--- src/rtl/param_calculator_core.sv ---
// Unsigned multi-cycle calculator core: operands and opcode stepped in by button
// pulses, shift-add multiply, restoring divide, and result chaining into A.
module param_calculator_core #(
  parameter int WIDTH = 16
) (
  input  logic             Clk,
  input  logic             Reset,
  input  logic [WIDTH-1:0] In,
  input  logic             ButU,
  input  logic             ButD,
  input  logic             ButL,
  input  logic             ButR,
  output logic [WIDTH-1:0] C,
  output logic [WIDTH-1:0] R,
  output logic             Flag,
  output logic             Done,
  output logic             QI,
  output logic             QGet_A,
  output logic             QGet_B,
  output logic             QGet_Op,
  output logic             QAdd,
  output logic             QSub,
  output logic             QMul,
  output logic             QDiv,
  output logic             QErr,
  output logic             QDone
);

  localparam int CW = $clog2(WIDTH) + 1;

  localparam logic [3:0] S_I      = 4'd0;
  localparam logic [3:0] S_GET_A  = 4'd1;
  localparam logic [3:0] S_GET_B  = 4'd2;
  localparam logic [3:0] S_GET_OP = 4'd3;
  localparam logic [3:0] S_ADD    = 4'd4;
  localparam logic [3:0] S_SUB    = 4'd5;
  localparam logic [3:0] S_MUL    = 4'd6;
  localparam logic [3:0] S_DIV    = 4'd7;
  localparam logic [3:0] S_ERR    = 4'd8;
  localparam logic [3:0] S_DONE   = 4'd9;

  logic [3:0]         state_reg, state_next;
  logic [WIDTH-1:0]   a_reg, b_reg;
  logic [1:0]         op_reg;
  logic [CW-1:0]      cnt_reg;
  logic [WIDTH-1:0]   c_reg, r_reg;
  logic               flag_reg;
  // Multiply: prod accumulates, mcand shifts left, shift_reg holds the multiplier.
  // Divide: shift_reg holds dividend bits shifting out / quotient bits shifting in.
  logic [2*WIDTH-1:0] prod_reg, mcand_reg;
  logic [WIDTH-1:0]   shift_reg, rem_reg;

  logic [WIDTH:0]     add_full;
  logic [2*WIDTH-1:0] prod_step;
  logic [WIDTH:0]     rem_shift, rem_diff;
  logic [WIDTH-1:0]   rem_step, quo_step;
  logic               last_iter;

  assign add_full  = {1'b0, a_reg} + {1'b0, b_reg};
  assign prod_step = prod_reg + (shift_reg[0] ? mcand_reg : '0);
  assign rem_shift = {rem_reg, shift_reg[WIDTH-1]};
  assign rem_diff  = rem_shift - {1'b0, b_reg};
  assign last_iter = (cnt_reg == CW'(WIDTH - 1));

  always_comb begin
    rem_step = rem_diff[WIDTH-1:0];
    quo_step = {shift_reg[WIDTH-2:0], 1'b1};
    // Borrow out of the trial subtraction means restore the shifted remainder.
    if (rem_diff[WIDTH]) begin
      rem_step = rem_shift[WIDTH-1:0];
      quo_step = {shift_reg[WIDTH-2:0], 1'b0};
    end
  end

  always_comb begin
    state_next = state_reg;
    case (state_reg)
      S_I:      if (ButU) state_next = S_GET_A;
      S_GET_A:  if (ButL) state_next = S_I; else if (ButU) state_next = S_GET_B;
      S_GET_B:  if (ButL) state_next = S_I; else if (ButU) state_next = S_GET_OP;
      S_GET_OP: begin
        if (ButL) state_next = S_I;
        else if (ButU) begin
          case (In[1:0])
            2'b00:   state_next = S_ADD;
            2'b01:   state_next = S_SUB;
            2'b10:   state_next = S_MUL;
            default: state_next = (b_reg == '0) ? S_ERR : S_DIV;
          endcase
        end
      end
      S_ADD, S_SUB: state_next = S_DONE;
      S_MUL, S_DIV: if (last_iter) state_next = S_DONE;
      S_ERR:    if (ButR) state_next = S_I;
      S_DONE:   if (ButR) state_next = S_I; else if (ButD) state_next = S_GET_B;
      default:  state_next = S_I;
    endcase
  end

  always_ff @(posedge Clk or posedge Reset) begin
    if (Reset) begin
      state_reg <= S_I;
      a_reg     <= '0;
      b_reg     <= '0;
      op_reg    <= '0;
      cnt_reg   <= '0;
      c_reg     <= '0;
      r_reg     <= '0;
      flag_reg  <= 1'b0;
      prod_reg  <= '0;
      mcand_reg <= '0;
      shift_reg <= '0;
      rem_reg   <= '0;
    end else begin
      state_reg <= state_next;
      // Clearing on every edge that lands in QI makes outputs read 0 on arrival.
      if (state_next == S_I) begin
        a_reg     <= '0;
        b_reg     <= '0;
        op_reg    <= '0;
        cnt_reg   <= '0;
        c_reg     <= '0;
        r_reg     <= '0;
        flag_reg  <= 1'b0;
        prod_reg  <= '0;
        mcand_reg <= '0;
        shift_reg <= '0;
        rem_reg   <= '0;
      end else begin
        case (state_reg)
          S_GET_A: if (ButU) a_reg <= In;
          S_GET_B: if (ButU) b_reg <= In;
          S_GET_OP: begin
            if (ButU) begin
              op_reg    <= In[1:0];
              cnt_reg   <= '0;
              prod_reg  <= '0;
              rem_reg   <= '0;
              mcand_reg <= {{WIDTH{1'b0}}, a_reg};
              shift_reg <= (In[1:0] == 2'b10) ? b_reg : a_reg;
              if (state_next == S_ERR) begin
                c_reg    <= '1;
                r_reg    <= '0;
                flag_reg <= 1'b1;
              end
            end
          end
          S_ADD, S_SUB: begin
            r_reg <= '0;
            if (op_reg[0]) begin
              c_reg    <= a_reg - b_reg;
              flag_reg <= (a_reg < b_reg);
            end else begin
              c_reg    <= add_full[WIDTH-1:0];
              flag_reg <= add_full[WIDTH];
            end
          end
          S_MUL, S_DIV: begin
            cnt_reg <= cnt_reg + CW'(1);
            if (op_reg == 2'b10) begin
              prod_reg  <= prod_step;
              mcand_reg <= mcand_reg << 1;
              shift_reg <= shift_reg >> 1;
              if (last_iter) begin
                c_reg    <= prod_step[WIDTH-1:0];
                r_reg    <= '0;
                flag_reg <= |prod_step[2*WIDTH-1:WIDTH];
              end
            end else begin
              shift_reg <= quo_step;
              rem_reg   <= rem_step;
              if (last_iter) begin
                c_reg    <= quo_step;
                r_reg    <= rem_step;
                flag_reg <= 1'b0;
              end
            end
          end
          S_DONE: if (ButD) a_reg <= c_reg;
          default: ;
        endcase
      end
    end
  end

  logic [9:0] state_onehot;

  // Any unused encoding reads back as QI, matching where the FSM sends it next.
  for (genvar gi = 0; gi < 10; gi++) begin : g_state_dec
    assign state_onehot[gi] = (state_reg == 4'(gi)) || ((gi == 0) && (state_reg > S_DONE));
  end

  assign {QDone, QErr, QDiv, QMul, QSub, QAdd, QGet_Op, QGet_B, QGet_A, QI} = state_onehot;

  assign C    = c_reg;
  assign R    = r_reg;
  assign Flag = flag_reg;
  assign Done = (state_reg == S_DONE);

endmodule
--- config.mk ---
export PLATFORM = sky130hd
export DESIGN_NAME = param_calculator_core
export DESIGN_NICKNAME = d
export VERILOG_FILES = /design/src/rtl/param_calculator_core.sv
export SDC_FILE = /design/constraint.sdc
export NUM_CORES = 1
export LEC_CHECK = 0
export BUFFER_PORTS_ARGS = -buffer_cell sky130_fd_sc_hd__buf_2
export CAP_MARGIN = 15
export CORE_MARGIN = 2
export CORE_UTILIZATION = 34
export DETAILED_ROUTE_END_ITERATION = 16
export GPL_TIMING_DRIVEN = 0
export PLACE_DENSITY = 0.46
export SYNTH_ARGS = -nofsm -noshare
export SYNTH_HDL_FRONTEND = slang
export SYNTH_SLANG_ARGS = --single-unit
--- constraint.sdc ---
create_clock -name Clk -period 6.1 [get_ports Clk]
set_clock_uncertainty 0.2 [all_clocks]
set_input_delay 0.61 -clock Clk [delete_from_list [all_inputs] [get_ports Clk]]
set_output_delay 0.61 -clock Clk [all_outputs]
set_load 0.02 [all_outputs]
# Yosys cells after proc, flatten, opt, wreduce, memory -nomap -nowiden
# Cells that the tools add are included.
[op_classes] n_addsub=5 n_lt_le_gt_ge=2 eq_ne=21 muxes=69 reduce_logical=21
[ops] operator="$mux 16" n=26
[ops] operator="$mux 32" n=7
[ops] operator="$pmux 32 s2" n=2
[ops] operator="$pmux 16 s2" n=3
[ops] operator="$pmux 16 s3" n=2
[ops] operator="$mux 4" n=12
[ops] operator="$add 32x32->32" n=1
[ops] operator="$pmux 4 s8" n=1
[ops] operator="$add 16x16->17" n=1
[ops] operator="$sub 17x16->17" n=1
[ops] operator="$eq 4x3->1 const B" n=4
[ops] operator="$logic_not 16->1" n=1
[ops] operator="$lt 16x16->1" n=1
[ops] operator="$reduce_or 16->1" n=1
[ops] operator="$sub 16x16->16" n=1
[ops] operator="$eq 4x4->1 const B" n=3
[ops] operator="$pmux 4 s3" n=1
[ops] operator="$mux 5" n=2
[ops] operator="$pmux 5 s2" n=1
[ops] operator="$ne 3x2->1 const B" n=3
[ops] operator="$ne 3x3->1 const B" n=3
[ops] operator="$reduce_and 3->1" n=3
[ops] operator="$eq 4x2->1 const B" n=2
[ops] operator="$logic_not 4->1" n=2
[ops] operator="other kinds (18)" n=34
[word_totals] ff_bits=172 inputBits=22 output_inout_bits=44 elab_cells=130

# Logic depth before layout (Yosys ltp)
# Gate-level depths: netlist of the first run.
[depth] depth_word=11 ltp_mapped=15 mapped_depth_nobuf=14

# Least setup slack after synthesis of the first run
# OpenSTA, ideal clock, no wires.
[synth_timing] kind="flip-flop to flip-flop" from="reg shift_reg[0]" to="reg flag_reg, in the netlist Flag" setup_ns=0.125 arrival_ns=3.027 required_ns=5.775 setup_slack_ns=2.748 stages_incl_launch_ff=14 path_buffers=1 synth_period_minus_slack_ns=3.352 cell_sequence="dfrtp_1 -> clkbuf_1 -> and2_1 -> ha_1 -> a21o_1 -> or3_1 -> o211ai_2 -> nand2_2 -> o21ba_1 -> or3_4 -> a2111oi_2 -> nor4b_2 -> and4_1 -> nor3_1"
[synth_via] elab_chain_len=7
[synth_lines] item="from (decl)" line_no="51" rtl="logic [WIDTH-1:0] shift_reg, rem_reg;"
[synth_lines] item="from (signal assigned)" line_no="140" rtl="shift_reg <= (In[1:0] == 2'b10) ? b_reg : a_reg;"
[synth_lines] item="from (signal assigned)" line_no="163" rtl="shift_reg <= shift_reg >> 1;"
[synth_lines] item="from (signal assigned)" line_no="170" rtl="shift_reg <= quo_step;"
[synth_lines] item="$mux 32" line_no="60" rtl="assign prod_step = prod_reg + (shift_reg[0] ? mcand_reg : '0);"
[synth_lines] item="$add 32x32->32" line_no="60"
[synth_lines] item="$reduce_or 16->1" line_no="167" rtl="flag_reg <= |prod_step[2*WIDTH-1:WIDTH];"
[synth_lines] item="$mux 1" line_no="164" rtl="if (last_iter) begin"
[synth_lines] item="$mux 1" line_no="160" rtl="if (op_reg == 2'b10) begin"
[synth_lines] item="$pmux 1 s3" line_no="130" rtl="case (state_reg)"
[synth_lines] item="$mux 1" line_no="117" rtl="if (state_next == S_I) begin"
[synth_lines] item="to (signal assigned)" line_no="152" rtl="flag_reg <= (a_reg < b_reg);"
[synth_lines] item="to (signal assigned)" line_no="155" rtl="flag_reg <= add_full[WIDTH];"
[synth_lines] item="to (signal assigned)" line_no="167"
[synth_lines] item="to (decl)" line_no="47" rtl="logic flag_reg;"
# Every way passes these cells. The select of a mux whose other input is x is not followed.
# A chain may end at the register's enable or synchronous reset.

# Worst setup path in the final report of the first run
# Same ends and word-level chain as after synthesis.

==> impl_metrics.csv, run 1 <==
group,metric,value,unit
outcome,run_status,"complete, no violations",
timing,setup_viol,0,
setup_path,cp_common_cell,"nor3_1",
layout,final_core_util,38.8,%
route,routedWlPerCell,21.9,µm
layout,fin_nets,1655,
cts,cts_setup_buffers,0,
route,drtPass1Iterations,5,
logic_synthesis,syn-num-nets,1570,
logic_synthesis,async_reset_ff_share,100,%
global_route,grt_pass1_wl,68800,µm
timing,hold_violations,0,
global_route,grt_max_degree,108,
setup_path,critPathMaxStageDelay,0.80,ns
setup_path,crit_type,"register to register",
timing,period_share,74.5,%
cts,clk_latency,0.46,ns
logic_synthesis,synth_edf_count,0,
timing,setup_tns,0,ns
setup_path,cp.required,6.25,ns
setup_path,cp_num_buf_inv,1,
logic_synthesis,synth_top_area_cell,"dfrtp_1",
route,postRouteAntennaNets,0,
setup_path,path_delay_family,"simple AND/OR/NAND/NOR gates",
place,placed_cells,1990,
cts,cts_tree,"yes",
layout,multi_input_area,7400,µm²
floorplanning,row_count,69,
logic_synthesis,synth_ff_type,"dfrtp_1",
floorplanning,core,35600,µm²
pwr,peakVddDrop,216,µV
pwr,p_leak,6.35,nW
min_path,hold_path_class,"primary input to asynchronous set/reset pin",
timing,grt_setup_unrepaired,"false",
logic_synthesis,syn_avg_cell_area,8.39,µm²
cts,htree_levels,4,
setup_path,path_cells,"clkbuf_1, and2_1, ha_1, a21o_1, or3_1, o211ai_2, nand2_2, nor4_1, nor3_1, a2111oi_2, nor4b_2, and4_1, nor3_1",
route,drc,0,
cts,clock-root-buffer,"clkbuf_16",
logic_synthesis,synthTopCellsByArea,"dfrtp_1 (35%), ha_1 (8.3%), nand2_1 (7.0%)",
logic_synthesis,synth_seq_cells,172,
pwr,power.density,369,nW/µm²
route,drt_wl_total,44200,µm
pwr,power,5.09,mW
timing,period_minus_slack,4.54,ns
floorplanning,pin_count,66,
route,vias,11344,
cts,cts_hold_buf,0,
setup_path,startpoint_type,"register",
route,vias_per_cell,5.62,
layout,layout-drive-gt1-share,9.88,%
timing,timing.fmax,0.220,GHz
logic_synthesis,syn_inst,1463,
floorplanning,dieHeight,194,µm
layout,area_delta_synth_final,12.4,%
global_route,grt_pass1_vias,11054,
logic_synthesis,yosys.area.top_type_share,35.1,%
cts,postCtsResizedCells,0,
timing,worst_pin_slew,1.06,ns
setup_path,crit_fanout,10,
layout,nFillCells,3721,
route,drt_first_iter_violations,857,
cts,cts_sinks,172,
layout,register_area,4300,µm²
flow_run,maxCapViolCount,0,
logic_synthesis,syn_area,12300,µm²
logic_synthesis,yosys_warnings,0,
timing,drv_slew,0,
global_route,overflow,0,
floorplanning,die_x,194,µm
logic_synthesis,yosysSeqAreaShare,35.1,%
cts,cts_buffer_depth,2,
layout,num_antenna_cells,0,
setup_path,cp_slowest_cell,"nor4_1",
timing,max_slew_margin,29.2,%
cts,path_clk_slew,0.07,ns
global_route,grt_util_all_layers,23.9,%
place,port_buffers,65,
timing,whs,0.00997,ns
setup_path,end_kind,"register",
floorplanning,start_util,34.5,%
logic_synthesis,ys_types,85,
global_route,antenna_found_initial,0,
place,gp_congestion,0.909,
floorplanning,die-area,37600,µm²
setup_path,crit_arrival,4.69,ns
place,place_hpwl,33700,µm
cts,cts_buffers,17,
layout,final_cell_count_no_fill,2020,
-- worst paths after layout --
path                                                from                 endpoint  slack [ns]  depth (start not counted)
worst max register to register  shift_reg[0]$_DFFE_PP0P_         Flag$_DFFE_PP0P_        1.56                         13
max in group asynchronous                          Reset  rem_reg[15]$_DFFE_PP0P_        4.74                          3
worst min register to register          R[1]$_DFFE_PP0P_         R[1]$_DFFE_PP0P_        0.28                          2
min in group Clk                                   In[5]     b_reg[5]$_DFFE_PP0P_        0.19                          3
worst min-delay path                               Reset  prod_reg[1]$_DFFE_PP0P_        0.01                          2
worst max-delay path            shift_reg[0]$_DFFE_PP0P_         Flag$_DFFE_PP0P_        1.56                         13
-- metrics by stage --
step	cell area (µm²)	setup slack, ns
floorplan	12300	0.630
global placement	13200	-2.21
detailed placement	13200	1.58
CTS	13800	1.56
global route	13800	1.29
finish	13800	1.56
-- cell families after synthesis --
logic type | after synthesis | synth area share (%)
fa+ha+maj | 85 | 8.91
simple gates | 538 | 21.0
flops | 172 | 35.1
compound gates | 435 | 22.8
mux | 49 | 4.09
buf+inv | 135 | 4.58
xor+xnor | 49 | 3.50
-- layout by cell type, fill, tap and decap left out, types with 21 or more instances in the layout --
master / instances
xor2_1: 22
a21oi_1: 122
nand3_1: 43
and3_1: 21
xnor2_1: 27
nor2_1: 85
nand2_1: 228
dfrtp_1: 172
o21ai_0: 112
and2_1: 36
a211oi_1: 27
a21o_1: 30
ha_1: 81
inv_1: 50
mux2i_1: 40
buf_2: 80
clkbuf_1: 60
nor3_1: 29
-- layout make-up --
| type | count | share of cell area (%) |
|---|---|---|
| Inverter | 51 | 1.44 |
| Tap cell | 461 | 4.18 |
| Timing Repair Buffer | 66 | 2.56 |
| Buffer | 84 | 2.69 |
| Clock inverter | 6 | 0.617 |
| Multi-Input combinational cell | 1156 | 53.7 |
| Sequential cell | 172 | 31.2 |
| Clock buffer | 24 | 3.64 |
-- power breakdown --
group | leakage [nW] | total [mW] | internal [mW] | switching, mW
Clock | 0.284 | 1.14 | 0.652 | 0.490
Sequential | 2.36 | 1.55 | 1.30 | 0.241
Combinational | 3.71 | 2.40 | 0.780 | 1.62
-- per-layer routing --
metal | track usage [%] | share of wire, %
met5 | 0 | 0
met4 | 5.56 | 1.3
met3 | 3.55 | 4.7
met2 | 38.1 | 46
met1 | 34.0 | 48
-- Yosys cell counts, types with 16 or more instances --
cell type and count:
xnor2_1 27, and3_1 21, and2_1 36, nand2_1 228, a211oi_1 27, a21o_1 30
clkbuf_1 58, ha_1 81, nor2_1 85, inv_1 51, mux2i_1 40, a22o_1 18
xor2_1 22, dfrtp_1 172, o21ai_0 112, o31ai_1 16, a21oi_1 122, nand3_1 43
nor3_1 29
Power figures use the tool's default switching activity.
==> inputs of run 2 (changes only) <==
clock period = 4.3 ns   (was 6.1 ns; I/O delays follow)
==> impl_metrics.csv, run 2 (synthesis gave the netlist of run 1 again) <==
group,metric,value,unit
pwr,power.density,516,nW/µm²
cts,clk_latency,0.46,ns
setup_path,path_cells,"inv_1, ha_1, inv_1, fa_1, a21oi_1, o21ai_2, a2111o_1, and4_1, nor3_2, o211ai_1, nand3_2, buf_6, mux2i_1, o21ai_0",
setup_path,reg2regPathDepth,14,
setup_path,crit_fanout,10,
layout,register_area,4310,µm²
layout,final_cell_mix,"nand2_1 (228), dfrtp_1 (171), a21oi_1 (121)",
place,port_buffers,65,
setup_path,crit_type,"register to register",
min_path,hold_depth,3,
setup_path,cp.required,4.42,ns
cts,cts_buffers,17,
setup_path,reg2reg_to,"R[15]$_DFFE_PP0P_",
layout,nFillCells,3771,
place,gp_congestion,0.912,
place,placed_cells,1994,
setup_path,cp_num_buf_inv,3,
setup_path,rr_startpoint,"shift_reg[15]$_DFFE_PP0P_",
layout,final_cell_count_no_fill,2028,
timing,worst_pin_slew,1.22,ns
layout,area_delta_synth_final,13.0,%
floorplanning,pin_count,66,
pwr,p_leak,6.37,nW
min_path,whs_endpoint,"b_reg[7]$_DFFE_PP0P_",
timing,grt_setup_unrepaired,"false",
setup_path,crit_arrival,4.18,ns
place,post-place-ws,-0.247,ns
global_route,grt_max_degree,39,
timing,hold_violations,0,
floorplanning,row_count,69,
route,drt_first_iter_violations,713,
timing,period_share,94.3,%
setup_path,path_delay_family,"compound AO/OA/AOI/OAI gates",
timing,period_minus_slack,4.05,ns
layout,multi_input_area,7410,µm²
global_route,overflow,0,
layout,fin_nets,1662,
setup_path,end_kind,"register",
layout,mostFrequentLayoutCell,"nand2_1",
timing,timing.fmax,0.247,GHz
timing,drv_slew,0,
setup_path,startpoint_type,"register",
route,vias_per_cell,5.57,
cts,cts_buffer_depth,2,
outcome,run_status,"complete, no violations",
route,drc,0,
floorplanning,die-area,37600,µm²
route,postRouteAntennaNets,0,
global_route,grt_util_all_layers,23.7,%
cts,path_clk_slew,0.07,ns
cts,cts_setup_buffers,0,
min_path,hold_path_class,"primary input to register",
min_path,holdCritStartpoint,"In[7]",
route,drtPass1Iterations,6,
flow_run,maxCapViolCount,0,
pwr,peakVddDrop,294,µV
global_route,grt_pass1_vias,11122,
route,drt_wl_total,44000,µm
route,routedWlPerCell,21.7,µm
floorplanning,dieHeight,194,µm
route,vias,11293,
setup_path,cp_slowest_cell,"dfrtp_1",
timing,setup_viol,0,
setup_path,critPathMaxStageDelay,0.45,ns
cts,htree_levels,4,
setup_path,cp_common_cell,"inv_1",
global_route,grt_pass1_wl,68500,µm
setup_path,rrSetupSlack,0.25,ns
global_route,antenna_found_initial,0,
timing,whs,0.0221,ns
pwr,power,7.15,mW
floorplanning,core,35600,µm²
cts,cts_tree,"yes",
place,place_hpwl,34300,µm
layout,num_antenna_cells,0,
timing,worst_slack,0.246,ns
timing,max_slew_margin,17.9,%
floorplanning,start_util,34.5,%
cts,cts_sinks,172,
cts,clock-root-buffer,"clkbuf_16",
layout,layout-drive-gt1-share,10.5,%
floorplanning,die_x,194,µm
timing,setup_tns,0,ns
run 2: changes by cell type in the layout (fill, tap and decap cells not counted), moves of 2 or more:
cell	change
buf_12	+5
clkbuf_1	-2
clkbuf_8	-5
clkinv_4	+3
clkinvlp_4	+4
dlygate4sd3_1	+3
inv_6	+2
run 2: cell type report:
class / count / share of cell area [%]
Sequential cell: 172 / 31.0
Buffer: 84 / 2.68
Clock buffer: 18 / 3.09
Timing Repair Buffer: 73 / 3.28
Clock inverter: 13 / 0.875
Inverter: 51 / 1.41
Tap cell: 461 / 4.16
Multi-Input combinational cell: 1156 / 53.5
run 2: worst max-delay path by stage:
stage / from / slack, ns / depth (start not counted) / endpoint
after global routing: shift_reg[0]$_DFFE_PP0P_ / 0.02 / 15 / Flag$_DFFE_PP0P_
after global placement: shift_reg[0]$_DFFE_PP0P_ / -0.34 / 15 / Flag$_DFFE_PP0P_
final: shift_reg[15]$_DFFE_PP0P_ / 0.25 / 14 / R[15]$_DFFE_PP0P_
after CTS: shift_reg[0]$_DFFE_PP0P_ / 0.06 / 15 / Flag$_DFFE_PP0P_
after floorplan: shift_reg[0]$_DFFE_PP0P_ / 0.95 / 13 / Flag$_DFFE_PP0P_
after detailed placement: shift_reg[0]$_DFFE_PP0P_ / -0.25 / 15 / Flag$_DFFE_PP0P_
run 2: metal layers:
layer / up-vias / share of wire, % / track usage [%]
li1: 5435 / - / -
met1: 5540 / 49 / 34.4
met2: 288 / 45 / 37.6
met3: 30 / 4.5 / 3.32
met4: 0 / 1.4 / 5.02
met5: - / 0 / 0
run 2: where the power goes:
part	total (mW)	switching, mW	internal (mW)	leakage (nW)
combinational	3.44	2.32	1.12	3.76
sequential	2.18	0.333	1.85	2.35
clock	1.54	0.738	0.797	0.255
total	7.15	3.39	3.76	6.37
run 2: per-stage QoR:
step,area (µm²),util [%]
6_report,13900,39.0
5_1_grt,13900,39.0
4_1_cts,13900,39.0
3_5_place_dp,13300,37.3
3_3_place_gp,13200,37.0
2_1_floorplan,12300,-
run 2: timing repair:
| action | in CTS | in global routing |
|---|---|---|
| endpoints found under the hold margin | 15 | 0 |
| gates resized for setup | 2 | 2 |
| hold buffers | 3 | 0 |
| endpoints found under the setup margin | 2 | 2 |
run 2: tightest hold or removal path, delay by kind of cell:
kind / cells / cell delay, ns
AO/OA/AOI/OAI: 1 / 0.05
buffers and inverters: 1 / 0.10
AND/OR/NAND/NOR: 1 / 0.05
==> inputs of run 3 (changes only) <==
ABC_AREA = 1   (was not set)
==> impl_metrics.csv, run 3 <==
group,metric,value,unit
logic_synthesis,synth_ff_type,"dfrtp_1",
logic_synthesis,synth_seq_cells,172,
pwr,seqPwrFrac,29.0,%
floorplanning,dieHeight,204,µm
setup_path,endpoint,"Flag$_DFFE_PP0P_",
floorplanning,die_x,204,µm
place,gp_congestion,0.948,
setup_path,end_kind,"register",
setup_path,crit_type,"register to register",
pwr,swShare,47.4,%
logic_synthesis,synth.most_common_cell,"nand2_1",
setup_path,critPathMaxStageDelay,0.50,ns
timing,max_slew_margin,29.6,%
cts,clk_latency,0.51,ns
route,vias,13781,
logic_synthesis,ys_types,43,
global_route,grt_util_all_layers,25.9,%
logic_synthesis,syn-num-nets,2205,
layout,final_core_util,38.7,%
setup_path,reg2reg_to,"Flag$_DFFE_PP0P_",
layout,nFillCells,4361,
logic_synthesis,synth_commonest_cells,"nand2_1 (753), inv_1 (259), dfrtp_1 (172)",
floorplanning,start_util,34.2,%
global_route,met2_usage,44.8,%
setup_path,setup.worst_path.start,"shift_reg[0]$_DFFE_PP0P_",
logic_synthesis,yosys_warnings,0,
logic_synthesis,yosysSeqAreaShare,31.8,%
setup_path,rr_startpoint,"shift_reg[0]$_DFFE_PP0P_",
timing,setup_viol,0,
setup_path,crit_arrival,4.10,ns
outcome,run_status,"complete, no violations",
place,port_buffers,65,
setup_path,startpoint_type,"register",
logic_synthesis,syn_avg_cell_area,6.46,µm²
min_path,hold_path_class,"primary input to register",
pwr,p_int,3.42,mW
global_route,grt_use_met1,32.1,%
min_path,hold_depth,3,
pwr,p_leak,8.37,nW
place,place_hpwl,42200,µm
layout,mostFrequentLayoutCell,"nand2_1",
logic_synthesis,yosys.area.top_type_share,31.8,%
cts,cts_sinks,172,
timing,hold_violations,0,
cts,cts_buffers,17,
setup_path,cp.required,4.50,ns
logic_synthesis,syn_inst,2098,
route,routedWlPerCell,18.9,µm
logic_synthesis,synthTopCellsByArea,"dfrtp_1 (32%), nand2_1 (21%), ha_1 (7.5%)",
setup_path,cp_num_buf_inv,4,
global_route,grt_pass1_wl,80200,µm
timing,period_minus_slack,3.89,ns
setup_path,crit_fanout,10,
global_route,overflow,0,
setup_path,path_cells,"clkbuf_2, nand2_1, inv_1, ha_1, inv_1, fa_1, inv_1, nand3_1, nand3_1, nand2_1, nand3_1, nand2_1, nand3_1, nand2_1, nand2_1, nand2_1, nor2_1, nand3_1, nand2_1, nand2_1, nand2_1, nand2_1",
route,drtPass1Iterations,6,
pwr,p_sw,3.08,mW
global_route,grt_use_met3,4.51,%
setup_path,rrSetupSlack,0.41,ns
global_route,grt_max_degree,38,
flow_run,maxCapViolCount,0,
setup_path,cp_common_cell,"nand2_1",
logic_synthesis,synth_top_area_cell,"dfrtp_1",
route,drt_first_iter_violations,980,
timing,grt_setup_unrepaired,"false",
floorplanning,row_count,73,
cts,cts_buffer_depth,2,
timing,period_share,90.5,%
global_route,antenna_found_initial,0,
timing,timing.fmax,0.257,GHz
global_route,grt-busiest-layer,"met2",
route,postRouteAntennaNets,0,
floorplanning,core,39500,µm²
pwr,peakVddDrop,304,µV
layout,num_antenna_cells,0,
setup_path,reg2regPathDepth,22,
layout,final_cell_mix,"nand2_1 (753), inv_1 (258), dfrtp_1 (172)",
pwr,clockPowerShare,25.6,%
global_route,grt_pass1_vias,13696,
setup_path,cp_slowest_cell,"dfrtp_1",
layout,layout-drive-gt1-share,8.03,%
timing,setup_tns,0,ns
cts,htree_levels,4,
logic_synthesis,async_reset_ff_share,100,%
pwr,p_comb_share,45.3,%
timing,worst_pin_slew,1.04,ns
pwr,power.density,426,nW/µm²
floorplanning,die-area,41400,µm²
logic_synthesis,synth_edf_count,0,
timing,drv_slew,0,
cts,path_clk_slew,0.09,ns
floorplanning,pin_count,66,
cts,cts_tree,"yes",
route,vias_per_cell,5.05,
route,drt_wl_total,51700,µm
setup_path,path_delay_family,"simple AND/OR/NAND/NOR gates",
logic_synthesis,syn_area,13500,µm²
cts,clock-root-buffer,"clkbuf_16",
setup_path,path_depth,22,
layout,fin_nets,2299,
layout,area_delta_synth_final,12.9,%
route,drc,0,
==> run 3: changes by cell type in the layout (fill, tap and decap cells not counted), moves of 24 or more <==
cell     delta
nand2_1   +525
and2_1     -35
nand3_1   +105
mux2i_1    -40
a21o_1     -24
inv_1     +208
nor2_1     +79
==> run 3: logic make-up (layout without fill, tap and decap cells) <==
kind of cell | count (synthesis) | in the layout | synth area share [%]
flops | 172 | 172 | 31.8
buf+inv | 345 | 452 | 10.3
xor+xnor | 17 | 17 | 1.10
fa+ha+maj | 85 | 85 | 8.07
compound gates | 324 | 324 | 13.4
simple gates | 1155 | 1155 | 35.4
==> run 3: metrics by stage <==
step / hold slack [ns] / cell area, µm² / setup slack [ns] / total power [mW] / instances
after floorplan: 0.242 / 13500 / 1.38 / 3.84 / 2098
after global placement: 0.254 / 14500 / -0.0242 / 4.83 / 2688
after detailed placement: 0.261 / 14600 / 0.0379 / 4.85 / 2694
after CTS: 0.00123 / 15300 / 0.0333 / 6.54 / 2731
after global routing: 0.0174 / 15300 / 0.113 / 6.96 / 2730
final: 0.0296 / 15300 / 0.409 / 6.51 / 2730
==> run 3: power by group through the flow <==
stage	combinational, mW	sequential (mW)	clock, mW
detailed placement	2.94	1.92	0
global placement	2.91	1.92	0
finish	2.95	1.89	1.67
global route	3.28	1.91	1.78
floorplan	1.97	1.87	0
CTS	2.95	1.88	1.71
==> run 3: routing by layer <==
layer | wire length [µm] | vias to the layer above
li1 | - | 6925
met1 | 22600 | 6455
met2 | 25100 | 313
met3 | 2340 | 88
met4 | 1640 | 0
met5 | 0 | -
==> run 3: how the worst min path moves through the flow <==
stage	endpoint	startpoint
after floorplan	mcand_reg[31]$_DFFE_PP0P_	mcand_reg[31]$_DFFE_PP0P_
final	b_reg[5]$_DFFE_PP0P_	In[5]
after global placement	R[0]$_DFFE_PP0P_	R[0]$_DFFE_PP0P_
after CTS	b_reg[14]$_DFFE_PP0P_	In[14]
after detailed placement	R[6]$_DFFE_PP0P_	R[6]$_DFFE_PP0P_
after global routing	b_reg[5]$_DFFE_PP0P_	In[5]
==> run 3: what timing repair did <==
action | CTS | global route
hold buffers | 5 | 0
endpoints found under the setup margin | 0 | 2
endpoints found under the hold margin | 23 | 0
gates resized for setup | 0 | 2
buffers inserted | 0 | 0
==> run 3: worst reg2reg max path: cells and delay by family (launching register included) <==
family                     cells  cell delay [ns]
and+or+nand+nor               16             1.84
adders and majority gates      2             0.68
buffers and inverters          4             0.60
DFF                            1             0.50
==> run 3: area by class of cell <==
cell class	count	area, µm²	area share (%)
inverter	268	1010	6.61
clock buffer	17	425	2.78
timing repair buffer	76	487	3.18
multi-input combinational	1581	7840	51.3
sequential	172	4300	28.2
tap	525	657	4.30
buffer	76	387	2.53
clock inverter	15	173	1.13
